File: src/rtl/reduce_acc_i8v4_if.sv
// Handshake/data bundle between the i8v4 vector adder, the burst reducer
// and the scalar sink. The slave modport is the reducer's view. The master
// modport is the surrounding environment's view: it drives the vector
// beats and the sink-side ready.
interface reduce_acc_i8v4_if #(
    parameter int ACC_W = 12,
    parameter int CNT_W = 5
);
    // upstream beat side
    logic                    in_valid;
    logic                    in_ready;
    logic                    in_last;
    logic signed [7:0]       y_0;
    logic signed [7:0]       y_1;
    logic signed [7:0]       y_2;
    logic signed [7:0]       y_3;
    // downstream result side
    logic                    out_valid;
    logic                    out_ready;
    logic signed [ACC_W-1:0] out_sum;
    logic [CNT_W-1:0]        out_beats;
    logic                    out_ovf;

    modport slave (
        input  in_valid, in_last, y_0, y_1, y_2, y_3, out_ready,
        output in_ready, out_valid, out_sum, out_beats, out_ovf
    );

    modport master (
        output in_valid, in_last, y_0, y_1, y_2, y_3, out_ready,
        input  in_ready, out_valid, out_sum, out_beats, out_ovf
    );
endinterface

File: src/rtl/reduce_acc_i8v4.sv
// Burst reducer for i8v4 vectors: sums the four signed lanes of each beat,
// accumulates the lane sums over a burst (closed by in_last or after
// MAX_BEATS beats) and presents one signed result with its beat count and a
// sticky overflow flag.
// Optional build macro REDUCE_ACC_SATURATE_EN: on overflow, clamp the
// accumulator and the result to the ACC_W signed limits instead of wrapping.
module reduce_acc_i8v4 #(
    parameter int ACC_W     = 12,
    parameter int MAX_BEATS = 16,
    parameter int CNT_W     = $clog2(MAX_BEATS) + 1
) (
    input logic              clock,
    input logic              reset,
    reduce_acc_i8v4_if.slave bus
);
    typedef enum logic {
        ACC  = 1'b0,
        DONE = 1'b1
    } state_t;

    state_t                  state_q;
    state_t                  state_d;
    logic                    in_rdy;
    logic                    out_vld;
    logic                    accept;
    logic                    close;

    logic signed [ACC_W-1:0] acc_q;
    logic [CNT_W-1:0]        cnt_q;
    logic                    ovf_q;
    logic signed [ACC_W-1:0] sum_q;
    logic [CNT_W-1:0]        beats_q;
    logic                    ovf_out_q;

    logic signed [9:0]       ls;
    logic signed [ACC_W:0]   ls_ext;
    logic signed [ACC_W:0]   nxt;
    logic                    ovf_now;
    logic signed [ACC_W-1:0] res;

    // Beats are refused while reset is asserted and whenever a result is pending.
    assign in_rdy  = (state_q == ACC) && reset;
    assign out_vld = (state_q == DONE);
    assign accept  = bus.in_valid && in_rdy;
    assign close   = accept && (bus.in_last || (cnt_q == CNT_W'(MAX_BEATS - 1)));

    assign bus.in_ready  = in_rdy;
    assign bus.out_valid = out_vld;
    assign bus.out_sum   = sum_q;
    assign bus.out_beats = beats_q;
    assign bus.out_ovf   = ovf_out_q;

    // State register.
    always_ff @(posedge clock or negedge reset) begin
        if (!reset) begin
            state_q <= ACC;
        end else begin
            state_q <= state_d;
        end
    end

    // Next state: close a burst into DONE, leave DONE on the output handshake.
    always_comb begin
        state_d = state_q;
        case (state_q)
            ACC:     if (close) state_d = DONE;
            DONE:    if (bus.out_ready) state_d = ACC;
            default: state_d = ACC;
        endcase
    end

    // Lane sum (exact in 10 bits) and one accumulation step at ACC_W+1 bits.
    always_comb begin
        ls      = 10'(bus.y_0) + 10'(bus.y_1) + 10'(bus.y_2) + 10'(bus.y_3);
        ls      = {{2{bus.y_0[7]}}, bus.y_0} + {{2{bus.y_1[7]}}, bus.y_1}
                + {{2{bus.y_2[7]}}, bus.y_2} + {{2{bus.y_3[7]}}, bus.y_3};
        ls_ext  = {{(ACC_W - 9){ls[9]}}, ls};
        nxt     = {acc_q[ACC_W-1], acc_q} + ls_ext;
        ovf_now = (nxt[ACC_W] != nxt[ACC_W-1]);
`ifdef REDUCE_ACC_SATURATE_EN
        if (ovf_now) begin
            res = nxt[ACC_W] ? {1'b1, {(ACC_W - 1){1'b0}}}
                             : {1'b0, {(ACC_W - 1){1'b1}}};
        end else begin
            res = nxt[ACC_W-1:0];
        end
`else
        res = nxt[ACC_W-1:0];
`endif
    end

    // Accumulator, beat counter and result registers; the result is only
    // written on close, and the burst state is cleared on the same edge.
    always_ff @(posedge clock or negedge reset) begin
        if (!reset) begin
            acc_q     <= '0;
            cnt_q     <= '0;
            ovf_q     <= 1'b0;
            sum_q     <= '0;
            beats_q   <= '0;
            ovf_out_q <= 1'b0;
        end else if (accept) begin
            if (close) begin
                acc_q     <= '0;
                cnt_q     <= '0;
                ovf_q     <= 1'b0;
                sum_q     <= res;
                beats_q   <= cnt_q + CNT_W'(1);
                ovf_out_q <= ovf_q | ovf_now;
            end else begin
                acc_q <= res;
                cnt_q <= cnt_q + CNT_W'(1);
                ovf_q <= ovf_q | ovf_now;
            end
        end
    end
endmodule

File: src/flat_wrapper.sv
// flat-port wrapper written by rule: the top's interface ports become plain ports
module reduce_acc_i8v4_flat 
#(
    parameter int ACC_W     = 12,
    parameter int MAX_BEATS = 16,
    parameter int CNT_W     = $clog2(MAX_BEATS) + 1
)
  (clock, reset, bus_in_valid, bus_in_last, bus_y_0, bus_y_1, bus_y_2, bus_y_3, bus_out_ready, bus_in_ready, bus_out_valid, bus_out_sum, bus_out_beats, bus_out_ovf);
  reduce_acc_i8v4_if #(.ACC_W(ACC_W), .CNT_W(CNT_W)) bus_i ();
  input logic clock;
  input logic reset;
  input wire logic [$bits(bus_i.in_valid)-1:0] bus_in_valid;
  input wire logic [$bits(bus_i.in_last)-1:0] bus_in_last;
  input wire logic [$bits(bus_i.y_0)-1:0] bus_y_0;
  input wire logic [$bits(bus_i.y_1)-1:0] bus_y_1;
  input wire logic [$bits(bus_i.y_2)-1:0] bus_y_2;
  input wire logic [$bits(bus_i.y_3)-1:0] bus_y_3;
  input wire logic [$bits(bus_i.out_ready)-1:0] bus_out_ready;
  output wire logic [$bits(bus_i.in_ready)-1:0] bus_in_ready;
  output wire logic [$bits(bus_i.out_valid)-1:0] bus_out_valid;
  output wire logic [$bits(bus_i.out_sum)-1:0] bus_out_sum;
  output wire logic [$bits(bus_i.out_beats)-1:0] bus_out_beats;
  output wire logic [$bits(bus_i.out_ovf)-1:0] bus_out_ovf;
  assign bus_i.in_valid = bus_in_valid;
  assign bus_i.in_last = bus_in_last;
  assign bus_i.y_0 = bus_y_0;
  assign bus_i.y_1 = bus_y_1;
  assign bus_i.y_2 = bus_y_2;
  assign bus_i.y_3 = bus_y_3;
  assign bus_i.out_ready = bus_out_ready;
  assign bus_in_ready = bus_i.in_ready;
  assign bus_out_valid = bus_i.out_valid;
  assign bus_out_sum = bus_i.out_sum;
  assign bus_out_beats = bus_i.out_beats;
  assign bus_out_ovf = bus_i.out_ovf;
  reduce_acc_i8v4 #(.ACC_W(ACC_W), .MAX_BEATS(MAX_BEATS), .CNT_W(CNT_W)) u_core (.clock(clock), .reset(reset), .bus(bus_i));
endmodule
File: config.mk
export PLATFORM = sky130hd
export DESIGN_NAME = reduce_acc_i8v4_flat
export DESIGN_NICKNAME = d
export VERILOG_FILES = /design/src/rtl/reduce_acc_i8v4_if.sv /design/src/rtl/reduce_acc_i8v4.sv /design/src/flat_wrapper.sv
export SDC_FILE = /design/constraint.sdc
export NUM_CORES = 1
export LEC_CHECK = 0
export CAP_MARGIN = 20
export CELL_PAD_IN_SITES_DETAIL_PLACEMENT = 0
export CELL_PAD_IN_SITES_GLOBAL_PLACEMENT = 2
export CORE_ASPECT_RATIO = 2
export CORE_UTILIZATION = 34
export CTS_CLUSTER_SIZE = 8
export DETAILED_ROUTE_END_ITERATION = 16
export PLACE_DENSITY = 0.83
export SYNTH_ARGS = -nofsm -noshare
export SYNTH_HDL_FRONTEND = slang
export SYNTH_SLANG_ARGS = --single-unit
File: constraint.sdc
create_clock -name clock -period 3.8 [get_ports clock]
set_input_delay 0.76 -clock clock [delete_from_list [all_inputs] [get_ports clock]]
set_output_delay 0.76 -clock clock [all_outputs]
set_load 0.05 [all_outputs]
==> impl_metrics.toml <==
[global_route]
grt_overflow_total = 0
number_of_antenna_violations_at_the_first_check_in_global_routing = 0
grt_max_degree = 38
first_pass_grt_wire_length_um = 10400
first_global_vias = 2463
track_usage = 0.161

[sta]
finalCriticalPeriod_ns = 4.47
setup_total_negative_slack_ns = -7.55
finalHoldViolCount = 0
final_max_slew_viol_count = 0
finalClockSkew_ns = 0.00242
worst_slew_margin_rel = 0.664
whs_ns = 0.476
worst_slew_pin_slew_ns = 0.502
report.final.setup_viol = 16
achievable-frequency_mhz = 224
timing.final.crit_share = 1.18
rsz0062_at_grt = "true"
postLayoutSetupSlackWorst_ns = -0.673

[synthesis]
postSynth.asyncResetShare = 1.00
yosys_register_bits = 37
proportion_of_synthesized_area_in_mux_cells = 0.0191
ys_warn_count = 0
adder_and_majority_gate_portion_of_the_synthesized_area = 0.233
synth_edf_count = 0
mapped_area_um2 = 2750
post_synthesis_simple_gate_area_fraction = 0.124
synthXorXnorAreaFrac = 0.0796
yosysMostFrequentCell = "sky130_fd_sc_hd__nand2_1"
ys_top_cells_by_area = "sky130_fd_sc_hd__dfrtp_1 (34%), sky130_fd_sc_hd__ha_1 (15%), sky130_fd_sc_hd__fa_1 (8.7%)"
synthesis.nets = 363
synth-main-ff-cell = "sky130_fd_sc_hd__dfrtp_1"
synthesis.instances = 282
average_size_of_a_mapped_cell_um2 = 9.76
synth-seq-area-share = 0.337
combinational_family_with_the_most_area_after_synthesis = "adder cells"
synth_top_area_cell = "sky130_fd_sc_hd__dfrtp_1"
post_synth_most_frequent_cells = "sky130_fd_sc_hd__nand2_1 (41), sky130_fd_sc_hd__dfrtp_1 (37), sky130_fd_sc_hd__ha_1 (32), sky130_fd_sc_hd__o21ai_0 (21), sky130_fd_sc_hd__xnor2_1 (19)"
synth_area_in_compound_gates = 0.179
synthDistinctLibCells = 39
synth.top_cell.area_share = 0.337

[routing]
vias_after_detailed_routing = 2419
dr.first_iter.drc_count = 100
detail_route.drc_violations = 0
wl_per_cell_um = 13.2
wl_um = 6550
first_pass_iters = 3
drtAntennaViolNets = 0
routed_via_density = 4.90

[cts]
clk_root_buffer_cell = "sky130_fd_sc_hd__clkbuf_16"
worst_skew_pair.late_latency_ns = 0.28
htree_levels = 2
clk_pin_slew_worst_paths_ns = 0.05
cts_hold_buf = 0
cts.sink_count = 37
tritoncts = "yes"
cts_inserted_buffers = 5
clock_path_buffers = 2

[layout]
antenna_cells_inserted = 0
layout-drive-gt1-share = 0.364
final_instance_area_um2 = 4470
synthToLayoutAreaGrowth_pct = 62.6
instances_no_fill = 494
nNetsFinal = 478

[floorplanning]
io_pins = 57
chipWidth_um = 65.6
core-area_um2 = 7890
fp.dieArea_um2 = 8480
start_util = 0.349
chipHeight_um = 129
fp-row-count = 46

[setup_path]
timing.reg2reg.worst_path_depth = 9
critical-path-top-delay-family = "adder cells"
critPathKind = "primary input to flop"
cp.required_ns = 3.96
timing.critical_path.arrival_ns = 4.63
crit_path_start_kind = "primary input"
timing.reg2reg.setup_slack_ns = 1.47
timing.rr.start = "u_core.acc_q[0]"
critical_path_peak_fanout = 3
worst_setup_path_end_kind = "flop"
timing.critical_path.slowest_cell_delay_ns = 0.51
crit_buf_inv = 3
critical_path.cell_chain = "buf_6 -> ha_4 -> inv_2 -> fa_2 -> buf_6 -> xnor2_4 -> fa_1 -> fa_2 -> a21o_1 -> a21oi_2 -> nor2b_2 -> o21ai_2 -> nand2b_1 -> xor2_2 -> ha_1 -> a21oi_2 -> o21ai_0 -> nand2_2 -> o21ai_2 -> xnor2_1 -> mux2_4"
r2r_end = "u_core.bus.out_sum[10]"
cpMaxStageDelayCell = "sky130_fd_sc_hd__fa_1"

[outcome]
failing_checks = "negative setup slack"
outcome = "finished, violations left"

[placement]
placed_cells = 478
gp_congestion = 0.812
postPlaceCellArea_um2 = 3850
dp_hpwl_um = 5100
io_buffers = 56

[hold_path]
hold_path.class = "flop to flop"
whs_endpoint = "u_core.bus.out_beats[3]"
hold-path-cell-count = 2
hp-start = "u_core.bus.out_beats[3]"

[pwr]
leakagePower_nw = 2.06
irDropWorstVdd_mv = 0.356
post-layout-total-power_mw = 4.11
p_per_area_nw_per_um2 = 919

[flow_run]
cap_violations = 0
==> how the worst max path moves through the flow <==
| stage | endpoint | cells after the start | slack [ns] | startpoint |
|---|---|---|---|---|
| CTS | u_core.bus.out_sum[11] | 22 | -0.85 | bus_y_0[0] |
| floorplan | u_core.bus.out_sum[11] | 20 | -0.74 | bus_y_1[0] |
| detailed placement | u_core.bus.out_sum[11] | 22 | -1.49 | bus_y_1[0] |
| finish | u_core.bus.out_sum[10] | 21 | -0.67 | bus_y_0[0] |
| global placement | u_core.bus.out_ovf | 21 | -1.40 | bus_y_1[0] |
| global route | u_core.bus.out_sum[10] | 21 | -0.80 | bus_y_0[0] |
==> stage by stage <==
stage	utilization	worst slack [ns]
finish	0.567	-0.673
global route	0.567	-0.801
CTS	0.530	-0.855
detailed placement	0.488	-1.49
global placement	0.488	-1.40
floorplan	-	-0.736
==> power breakdown <==
group | switching (mW) | internal [mW]
registers | 0.105 | 0.543
logic | 1.47 | 1.56
clock network | 0.149 | 0.277
total | 1.73 | 2.38
==> final cells by class <==
| type | instances | area [um2] |
|---|---|---|
| flip-flops and latches | 37 | 926 |
| clock buffers | 7 | 153 |
| multi-input cells | 225 | 2170 |
| clock inverters | 1 | 5.00 |
| repair buffers | 114 | 1050 |
| well taps | 96 | 120 |
| fillers | 691 | 3410 |
| inverters | 14 | 52.6 |
==> repair_timing <==
item,in CTS,in global routing
resized for setup,43,51
pin swaps,47,62
setup buffers,4,5
endpoints found under the setup margin,20,18
==> kinds of logic (layout without fill, tap and decap cells) <==
group / Yosys count / in the layout
and+or+nand+nor: 77 / 77
AOI/OAI and AO/OA: 75 / 75
adders and majority gates: 44 / 44
DFF: 37 / 37
xor gates and xnor gates: 25 / 25
buffers and inverters: 20 / 136
muxes: 4 / 4
==> worst register-to-register path, cell delays in order, from the launching register on <==
cell and delay (ns):
sky130_fd_sc_hd__dfrtp_1 0.38, sky130_fd_sc_hd__ha_1 0.23, sky130_fd_sc_hd__fa_1 0.41, sky130_fd_sc_hd__a211oi_1 0.31
sky130_fd_sc_hd__buf_4 0.17, sky130_fd_sc_hd__o211ai_1 0.11, sky130_fd_sc_hd__nand2_2 0.13, sky130_fd_sc_hd__o21ai_2 0.08
sky130_fd_sc_hd__xnor2_1 0.13, sky130_fd_sc_hd__mux2_4 0.26
==> metal layers <==
layer | track usage | part of all wire
met1 | 0.155 | 0.36
met2 | 0.318 | 0.59
met3 | 0.0106 | 0.020
met4 | 0.0959 | 0.031
met5 | 0 | 0
==> state kept, by name, indices dropped and copies added (netlist names) <==
name,flops
u_core.bus.out_sum,12
u_core.cnt_q,5
u_core.bus.out_ovf,1
u_core.bus.out_beats,5
u_core.ovf_q,1
u_core.acc_q,12
u_core.bus.out_valid,1
==> layout by cell type (no fill, tap or decap), types with 3 or more instances in the layout <==
master and count:
sky130_fd_sc_hd__nor2b_1 3, sky130_fd_sc_hd__inv_2 5, sky130_fd_sc_hd__dlymetal6s2s_1 5, sky130_fd_sc_hd__dfrtp_1 37, sky130_fd_sc_hd__xor2_1 3, sky130_fd_sc_hd__mux2_4 4, sky130_fd_sc_hd__buf_4 49, sky130_fd_sc_hd__nor2_2 3
sky130_fd_sc_hd__ha_1 19, sky130_fd_sc_hd__a21o_1 5, sky130_fd_sc_hd__a21oi_2 8, sky130_fd_sc_hd__inv_1 9, sky130_fd_sc_hd__clkbuf_16 5, sky130_fd_sc_hd__o21a_1 3, sky130_fd_sc_hd__o21ai_2 6, sky130_fd_sc_hd__a21oi_4 4
sky130_fd_sc_hd__o21ai_0 14, sky130_fd_sc_hd__a22o_1 10, sky130_fd_sc_hd__nand2_1 40, sky130_fd_sc_hd__ha_4 12, sky130_fd_sc_hd__xnor2_2 9, sky130_fd_sc_hd__buf_6 12, sky130_fd_sc_hd__clkdlybuf4s50_1 44, sky130_fd_sc_hd__xor2_2 3
sky130_fd_sc_hd__xnor2_1 9, sky130_fd_sc_hd__nor2_1 12, sky130_fd_sc_hd__a21oi_1 5, sky130_fd_sc_hd__fa_1 10, sky130_fd_sc_hd__o21ai_1 5
Note: power is estimated with default switching activity, not from simulation.
